File: config.mk
export PLATFORM = sky130hd
export DESIGN_NAME = tron_match_scorer
export DESIGN_NICKNAME = d
export VERILOG_FILES = /design/src/rtl/tron_pkg.sv /design/src/rtl/tron_match_scorer_bcd.sv /design/src/rtl/tron_match_scorer.sv
export SDC_FILE = /design/constraint.sdc
export NUM_CORES = 1
export LEC_CHECK = 0
export CAP_MARGIN = 20
export CELL_PAD_IN_SITES_DETAIL_PLACEMENT = 1
export CELL_PAD_IN_SITES_GLOBAL_PLACEMENT = 1
export CORE_MARGIN = 10
export CORE_UTILIZATION = 30
export DETAILED_ROUTE_END_ITERATION = 6
export HOLD_SLACK_MARGIN = 0.08
export PLACE_DENSITY_LB_ADDON = 0.1
export REMOVE_ABC_BUFFERS = 1
export SLEW_MARGIN = 20
export SYNTH_ARGS = -nofsm -noshare
export SYNTH_HDL_FRONTEND = slang
export SYNTH_SLANG_ARGS = --single-unit
File: constraint.sdc
create_clock -name Clk -period 1.6 [get_ports Clk]
set_input_delay 0.4 -clock Clk [delete_from_list [all_inputs] [get_ports Clk]]
set_output_delay 0.4 -clock Clk [all_outputs]
set_load 0.02 [all_outputs]
File: src/rtl/tron_pkg.sv
// Shared types and constants for the Tron game core: game-state encoding,
// scorer FSM states and the default "no collision" head colour.
package tron_pkg;

    typedef enum logic [2:0] {
        PLAY      = 3'd1,
        GAME_OVER = 3'd4
    } game_state_t;

    typedef enum logic [1:0] {
        ST_IDLE       = 2'd0,
        ST_PLAY       = 2'd1,
        ST_ROUND_DONE = 2'd2,
        ST_MATCH_DONE = 2'd3
    } scorer_state_t;

    localparam logic [7:0] SAFE_COLOR_DEFAULT = 8'd1;

endpackage

File: src/rtl/tron_match_scorer_bcd.sv
// Registered binary to two-digit BCD converter for the score display.
// Inputs above 99 show as 8'h99.
module score_bcd #(
    parameter int IN_W = 4
) (
    input  logic            i_clk,
    input  logic            i_rst,
    input  logic [IN_W-1:0] i_bin,
    output logic [7:0]      o_bcd
);

    int unsigned w_val;
    logic [3:0]  w_tens;
    logic [3:0]  w_ones;
    logic [7:0]  w_bcd;

    always_comb begin
        w_val  = 32'(i_bin);
        w_tens = 4'(w_val / 10);
        w_ones = 4'(w_val % 10);
        w_bcd  = {w_tens, w_ones};
        if (w_val > 99) begin
            w_bcd = 8'h99;
        end
    end

    always_ff @(posedge i_clk or posedge i_rst) begin
        if (i_rst) begin
            o_bcd <= 8'h00;
        end else begin
            o_bcd <= w_bcd;
        end
    end

endmodule

File: src/rtl/tron_match_scorer.sv
// N-player round/match scorer driven by a synchronised frame tick.
// Optional TRON_SCORE_BCD_EN adds a registered per-player BCD score output.
module tron_match_scorer
    import tron_pkg::*;
#(
    parameter int                 NUM_PLAYERS = 2,
    parameter int                 COLOR_W     = 8,
    parameter logic [COLOR_W-1:0] SAFE_COLOR  = COLOR_W'(SAFE_COLOR_DEFAULT),
    parameter int                 SCORE_W     = 4,
    parameter int                 WIN_SCORE   = 3
) (
    input  logic                           Clk,
    input  logic                           Reset,
    input  logic                           frame_clk,
    input  logic                           Reset_Score,
    input  logic [2:0]                     Game_State,
    input  logic [NUM_PLAYERS*COLOR_W-1:0] head_color,
    output logic [NUM_PLAYERS*SCORE_W-1:0] score,
    output logic                           round_over,
    output logic [NUM_PLAYERS-1:0]         round_winner,
    output logic                           match_over,
`ifdef TRON_SCORE_BCD_EN
    output logic [NUM_PLAYERS*8-1:0]       score_bcd,
`endif
    output logic [NUM_PLAYERS-1:0]         match_winner
);

    scorer_state_t r_state;
    scorer_state_t w_state_next;

    logic r_sync1;
    logic r_sync2;
    logic r_hist;
    logic w_tick;
    logic w_play;

    logic [NUM_PLAYERS-1:0]              w_crash;
    logic [NUM_PLAYERS-1:0]              w_hit;
    logic [NUM_PLAYERS-1:0][SCORE_W-1:0] r_score;
    logic [NUM_PLAYERS-1:0][SCORE_W-1:0] w_score_next;
    logic                                r_round_over;
    logic                                w_round_over_next;
    logic [NUM_PLAYERS-1:0]              r_round_winner;
    logic [NUM_PLAYERS-1:0]              w_round_winner_next;
    logic                                r_match_over;
    logic                                w_match_over_next;
    logic [NUM_PLAYERS-1:0]              r_match_winner;
    logic [NUM_PLAYERS-1:0]              w_match_winner_next;

    // frame_clk is asynchronous; only Reset clears the synchroniser chain
    always_ff @(posedge Clk or posedge Reset) begin
        if (Reset) begin
            r_sync1 <= 1'b0;
            r_sync2 <= 1'b0;
            r_hist  <= 1'b0;
        end else begin
            r_sync1 <= frame_clk;
            r_sync2 <= r_sync1;
            r_hist  <= r_sync2;
        end
    end

    assign w_tick = r_sync2 & ~r_hist;
    assign w_play = (Game_State == PLAY);

    genvar gi;
    generate
        for (gi = 0; gi < NUM_PLAYERS; gi++) begin : g_crash
            assign w_crash[gi] = (head_color[gi*COLOR_W +: COLOR_W] != SAFE_COLOR);
        end
    endgenerate

    always_comb begin
        w_state_next        = r_state;
        w_score_next        = r_score;
        w_round_over_next   = 1'b0;
        w_round_winner_next = r_round_winner;
        w_match_over_next   = r_match_over;
        w_match_winner_next = r_match_winner;
        w_hit               = '0;

        if (Reset_Score) begin
            w_state_next        = ST_IDLE;
            w_score_next        = '0;
            w_round_winner_next = '0;
            w_match_over_next   = 1'b0;
            w_match_winner_next = '0;
        end else begin
            case (r_state)
                ST_IDLE: begin
                    if (w_play) begin
                        w_state_next = ST_PLAY;
                    end
                end
                ST_PLAY: begin
                    if (!w_play) begin
                        w_state_next = ST_IDLE;
                    end else if (w_tick && (|w_crash)) begin
                        for (int p = 0; p < NUM_PLAYERS; p++) begin
                            if (!w_crash[p] && (w_score_next[p] != '1)) begin
                                w_score_next[p] = w_score_next[p] + 1'b1;
                            end
                            w_hit[p] = (WIN_SCORE != 0) &&
                                       (32'(w_score_next[p]) >= 32'(WIN_SCORE));
                        end
                        w_round_winner_next = ~w_crash;
                        w_round_over_next   = 1'b1;
                        if (|w_hit) begin
                            w_match_over_next   = 1'b1;
                            w_match_winner_next = w_hit;
                            w_state_next        = ST_MATCH_DONE;
                        end else begin
                            w_state_next = ST_ROUND_DONE;
                        end
                    end
                end
                ST_ROUND_DONE: begin
                    if (!w_play) begin
                        w_state_next = ST_IDLE;
                    end
                end
                ST_MATCH_DONE: begin
                    w_state_next = ST_MATCH_DONE;
                end
                default: begin
                    w_state_next = ST_IDLE;
                end
            endcase
        end
    end

    always_ff @(posedge Clk or posedge Reset) begin
        if (Reset) begin
            r_state        <= ST_IDLE;
            r_score        <= '0;
            r_round_over   <= 1'b0;
            r_round_winner <= '0;
            r_match_over   <= 1'b0;
            r_match_winner <= '0;
        end else begin
            r_state        <= w_state_next;
            r_score        <= w_score_next;
            r_round_over   <= w_round_over_next;
            r_round_winner <= w_round_winner_next;
            r_match_over   <= w_match_over_next;
            r_match_winner <= w_match_winner_next;
        end
    end

    assign score        = r_score;
    assign round_over   = r_round_over;
    assign round_winner = r_round_winner;
    assign match_over   = r_match_over;
    assign match_winner = r_match_winner;

`ifdef TRON_SCORE_BCD_EN
    generate
        for (gi = 0; gi < NUM_PLAYERS; gi++) begin : g_bcd
            score_bcd #(
                .IN_W (SCORE_W)
            ) u_score_bcd (
                .i_clk (Clk),
                .i_rst (Reset),
                .i_bin (r_score[gi]),
                .o_bcd (score_bcd[gi*8 +: 8])
            );
        end
    endgenerate
`endif

endmodule

==> results of run 1 <==
==> stage by stage <==
| stage | setup TNS (ps) | cells | instance area, µm² | util |
|---|---|---|---|---|
| final | -53.6 | 226 | 1990 | 0.578 |
| after global placement | -7590 | 209 | 1670 | 0.485 |
| after floorplan | -385 | 104 | 1080 | - |
| after global routing | -384 | 226 | 1990 | 0.578 |
| after CTS | -160 | 220 | 1880 | 0.547 |
| after detailed placement | -8900 | 209 | 1670 | 0.485 |
==> worst max-delay path, cell delays in order <==
cell and delay, ps:
clkdlybuf4s15_1 220, nor3b_4 340, and2_4 230, buf_6 100, nand4_1 160, nor3_2 270, a211oi_2 50
==> synth_stat cells (all sizes together) (2+ instances only) <==
cell / number / area share
dfrtp: 19 / 0.43
nand2: 12 / 0.043
nor2: 8 / 0.027
buf: 2 / 0.015
nor4b: 2 / 0.035
nor3b: 2 / 0.018
o21ai: 2 / 0.0091
a2111oi: 2 / 0.016
nor2b: 3 / 0.017
or2: 2 / 0.011
nor4: 4 / 0.056
inv: 5 / 0.017
a21oi: 6 / 0.027
nand4: 2 / 0.025
and2: 5 / 0.028
nand3: 2 / 0.0091
nand2b: 3 / 0.017
mux2i: 4 / 0.036
a31oi: 2 / 0.011
ha: 2 / 0.023
nor3: 2 / 0.0091
a21o: 2 / 0.015
xnor2: 2 / 0.016
==> metal layers <==
metal	global-route usage	share of wire	up-vias
met5	0	0	-
met3	0.0356	0.050	12
li1	-	-	535
met2	0.251	0.55	40
met4	0.0651	0.033	0
met1	0.149	0.37	590
==> repair_timing <==
action	CTS	global route
buffers inserted	7	6
endpoints found under the setup margin	30	16
resized for setup	74	51
pin swaps	23	21
==> logic make-up after synthesis <==
logic type	count (synthesis)
compound gates	21
xor+xnor	2
fa+ha+maj	2
buf+inv	8
flops	19
mux	4
simple gates	51
==> final cells by class <==
type                            count  share of cell area
Multi-Input combinational cell     80               0.410
Timing Repair Buffer               72               0.288
Sequential cell                    19               0.241
Tap cell                           46              0.0289
Clock buffer                        3              0.0208
Inverter                            5             0.00944
Clock inverter                      1             0.00252
==> path summary, 6_finish.rpt <==
kind | start | to | slack [ps] | cells past startpoint
hold / removal | r_sync1 | r_sync2 | 370 | 0
min in group asynchronous | Reset | round_winner[1] | 460 | 3
setup / recovery | Game_State[2] | score[6] | -30 | 7
setup reg to reg | score[5] | match_winner[1] | -20 | 5
hold reg to reg | r_sync1 | r_sync2 | 370 | 0
max in group asynchronous | Reset | score[7] | 910 | 3
==> registers in the layout, indices dropped and copies added, names as in the netlist <==
signal        count
match_over        1
match_winner      2
r_hist            1
r_state           2
r_sync1           1
r_sync2           1
round_over        1
round_winner      2
score             8
==> power groups by stage <==
| stage | logic, W | clock network (W) | registers, W |
|---|---|---|---|
| after floorplan | 0.0000230 | 0 | 0.000495 |
| after global placement | 0.000105 | 0 | 0.000496 |
| after detailed placement | 0.000109 | 0 | 0.000497 |
| after CTS | 0.000106 | 0.000361 | 0.000487 |
| after global routing | 0.000116 | 0.000388 | 0.000488 |
| final | 0.000108 | 0.000352 | 0.000487 |
==> key figures, run 1 <==
Run status
  • Status: finished, violations left
  • Failing checks: negative setup slack

Power and ir drop
  • IR drop worst, VDD: 0.000241 V
  • Power Density: 476 nW/µm²
  • Logic pwr share: 0.114
  • Flop pwr share: 0.514
  • P_leak: 0.904 nW
  • Clock Power Share: 0.372
  • P_sw: 0.000237 W
  • P_int: 0.000710 W
  • Final total power: 0.000947 W
  • Switching part of the total: 0.251

Setup path
  • Worst endpoint required time: 1750 ps
  • Critical Path AT: 1780 ps
  • Crit end category: flip-flop
  • Crit path kind: in2reg
  • Startpoint class of the critical path: input pin
  • Largest fanout on the critical path: 5

Logic synthesis
  • Compound-Gate Fraction of Synth Area: 0.129
  • Ys async rst share: 1.00
  • Largest family of logic cells by synthesized area: simple AND/OR/NAND/NOR gates
  • Post-synthesis adder-cell area fraction: 0.0228
  • Post-synthesis register bit count: 19
  • Cells after Synth: 107
  • Ys flop type: dfrtp_1
  • Synth warn: 0
  • Post-synthesis mux area share: 0.0364
  • Simple-gate share of the synthesized area: 0.329
  • Post-synth EDFFs: 0
  • Syn Area/Cell: 10.3 µm²
  • Cell Area, Synth: 1100 µm²
  • Distinct cells, synth: 43
  • XOR/XNOR Fraction of Synth Area: 0.0159
  • Register area share after synthesis: 0.432

Layout
  • N_diodes: 0
  • Layout cells sized above 1: 0.522
  • Commonest cells after routing, fill and taps aside: buf_4 (29), dfrtp_1 (16), dlygate4sd2_1 (15)
  • Storage element area: 479 µm²
  • Area of the multi-input gates: 815 µm²
  • Most common cell after layout, fill and taps aside: buf_4
  • Final Net Count: 206
  • Layout area overhead: 80.8%
  • FILL cells: 384

STA
  • Min cycle time layout: 1630 ps
  • Max Freq: 614 MHz
  • Slew Limit Fails: 0
  • Hold Vio Cnt, Final: 0
  • Crit share post-route: 1.02
  • Final setup fails: 3
  • Slew HR: 0.749
  • RSZ-0062 raised after global routing: yes
  • Slew @ Worst Pin: 377 ps
  • Post-route worst setup slack: -29.2 ps
  • Worst hold margin: 371 ps
  • Final Skew: 3.04 ps

Floorplanning
  • DIE HEIGHT: 80.5 µm
  • Die area: 6490 µm²
  • Initial Util: 0.320
  • Die X: 80.5 µm
  • I/O pin cnt: 37
  • Cell row count: 21
  • Core area: 3440 µm²

Route
  • # DRC: 0
  • Iter 0 DRT Violations: 53
  • Total number of vias: 1,177
  • Routed vias/inst: 5.21
  • WL per Instance: 21.7 µm
  • Final WL: 4910 µm
  • Post-DRT Antenna Nets: 0
  • Drt pass-1 iters: 4

Placed design
  • Port Buf Inserts: 36
  • Gp weighted congestion: 0.787
  • Detailed Place HPWL: 2990 µm
  • Setup WS pre-CTS: -707 ps

Run
  • Total of max-cap violations: 0

Clock tree
  • Clk buf depth: 2
  • Skew-Pair Late Insertion Delay: 260 ps
  • Number of buffers created by CTS: 3
  • Htree depth: 1
  • TritonCTS clock tree: built
  • Clock Root Buffer: clkbuf_8
  • CTS sink cnt: 19
  • Post-CTS Hold Buffers: 0
  • Worst-path clk slew: 80 ps

GRT
  • Total track usage: 0.140
  • Initial antenna violation count: 0
  • Largest net degree at the start of global routing: 20
  • First-pass GRT wire length: 7100 µm
  • Vias in the first global route: 1,279
  • Total grt overflow: 0

Hold path
  • Worst Hold Class: reg2reg
Note: power is estimated with default switching activity, not from simulation.
==> run 2, diff against run 1 <==
--- a/config.mk
+++ b/config.mk
@@ -5,11 +5,12 @@
 export SDC_FILE = /design/constraint.sdc
 export NUM_CORES = 1
 export LEC_CHECK = 0
-export CAP_MARGIN = 20
+export CAP_MARGIN = 30
 export CELL_PAD_IN_SITES_DETAIL_PLACEMENT = 1
 export CELL_PAD_IN_SITES_GLOBAL_PLACEMENT = 1
 export CORE_MARGIN = 10
 export CORE_UTILIZATION = 30
+export CTS_CLUSTER_SIZE = 28
 export DETAILED_ROUTE_END_ITERATION = 6
 export HOLD_SLACK_MARGIN = 0.08
 export PLACE_DENSITY_LB_ADDON = 0.1
==> results of run 2 <==
Same layout as run 1: the final DEF is identical, and so are final timing and power.
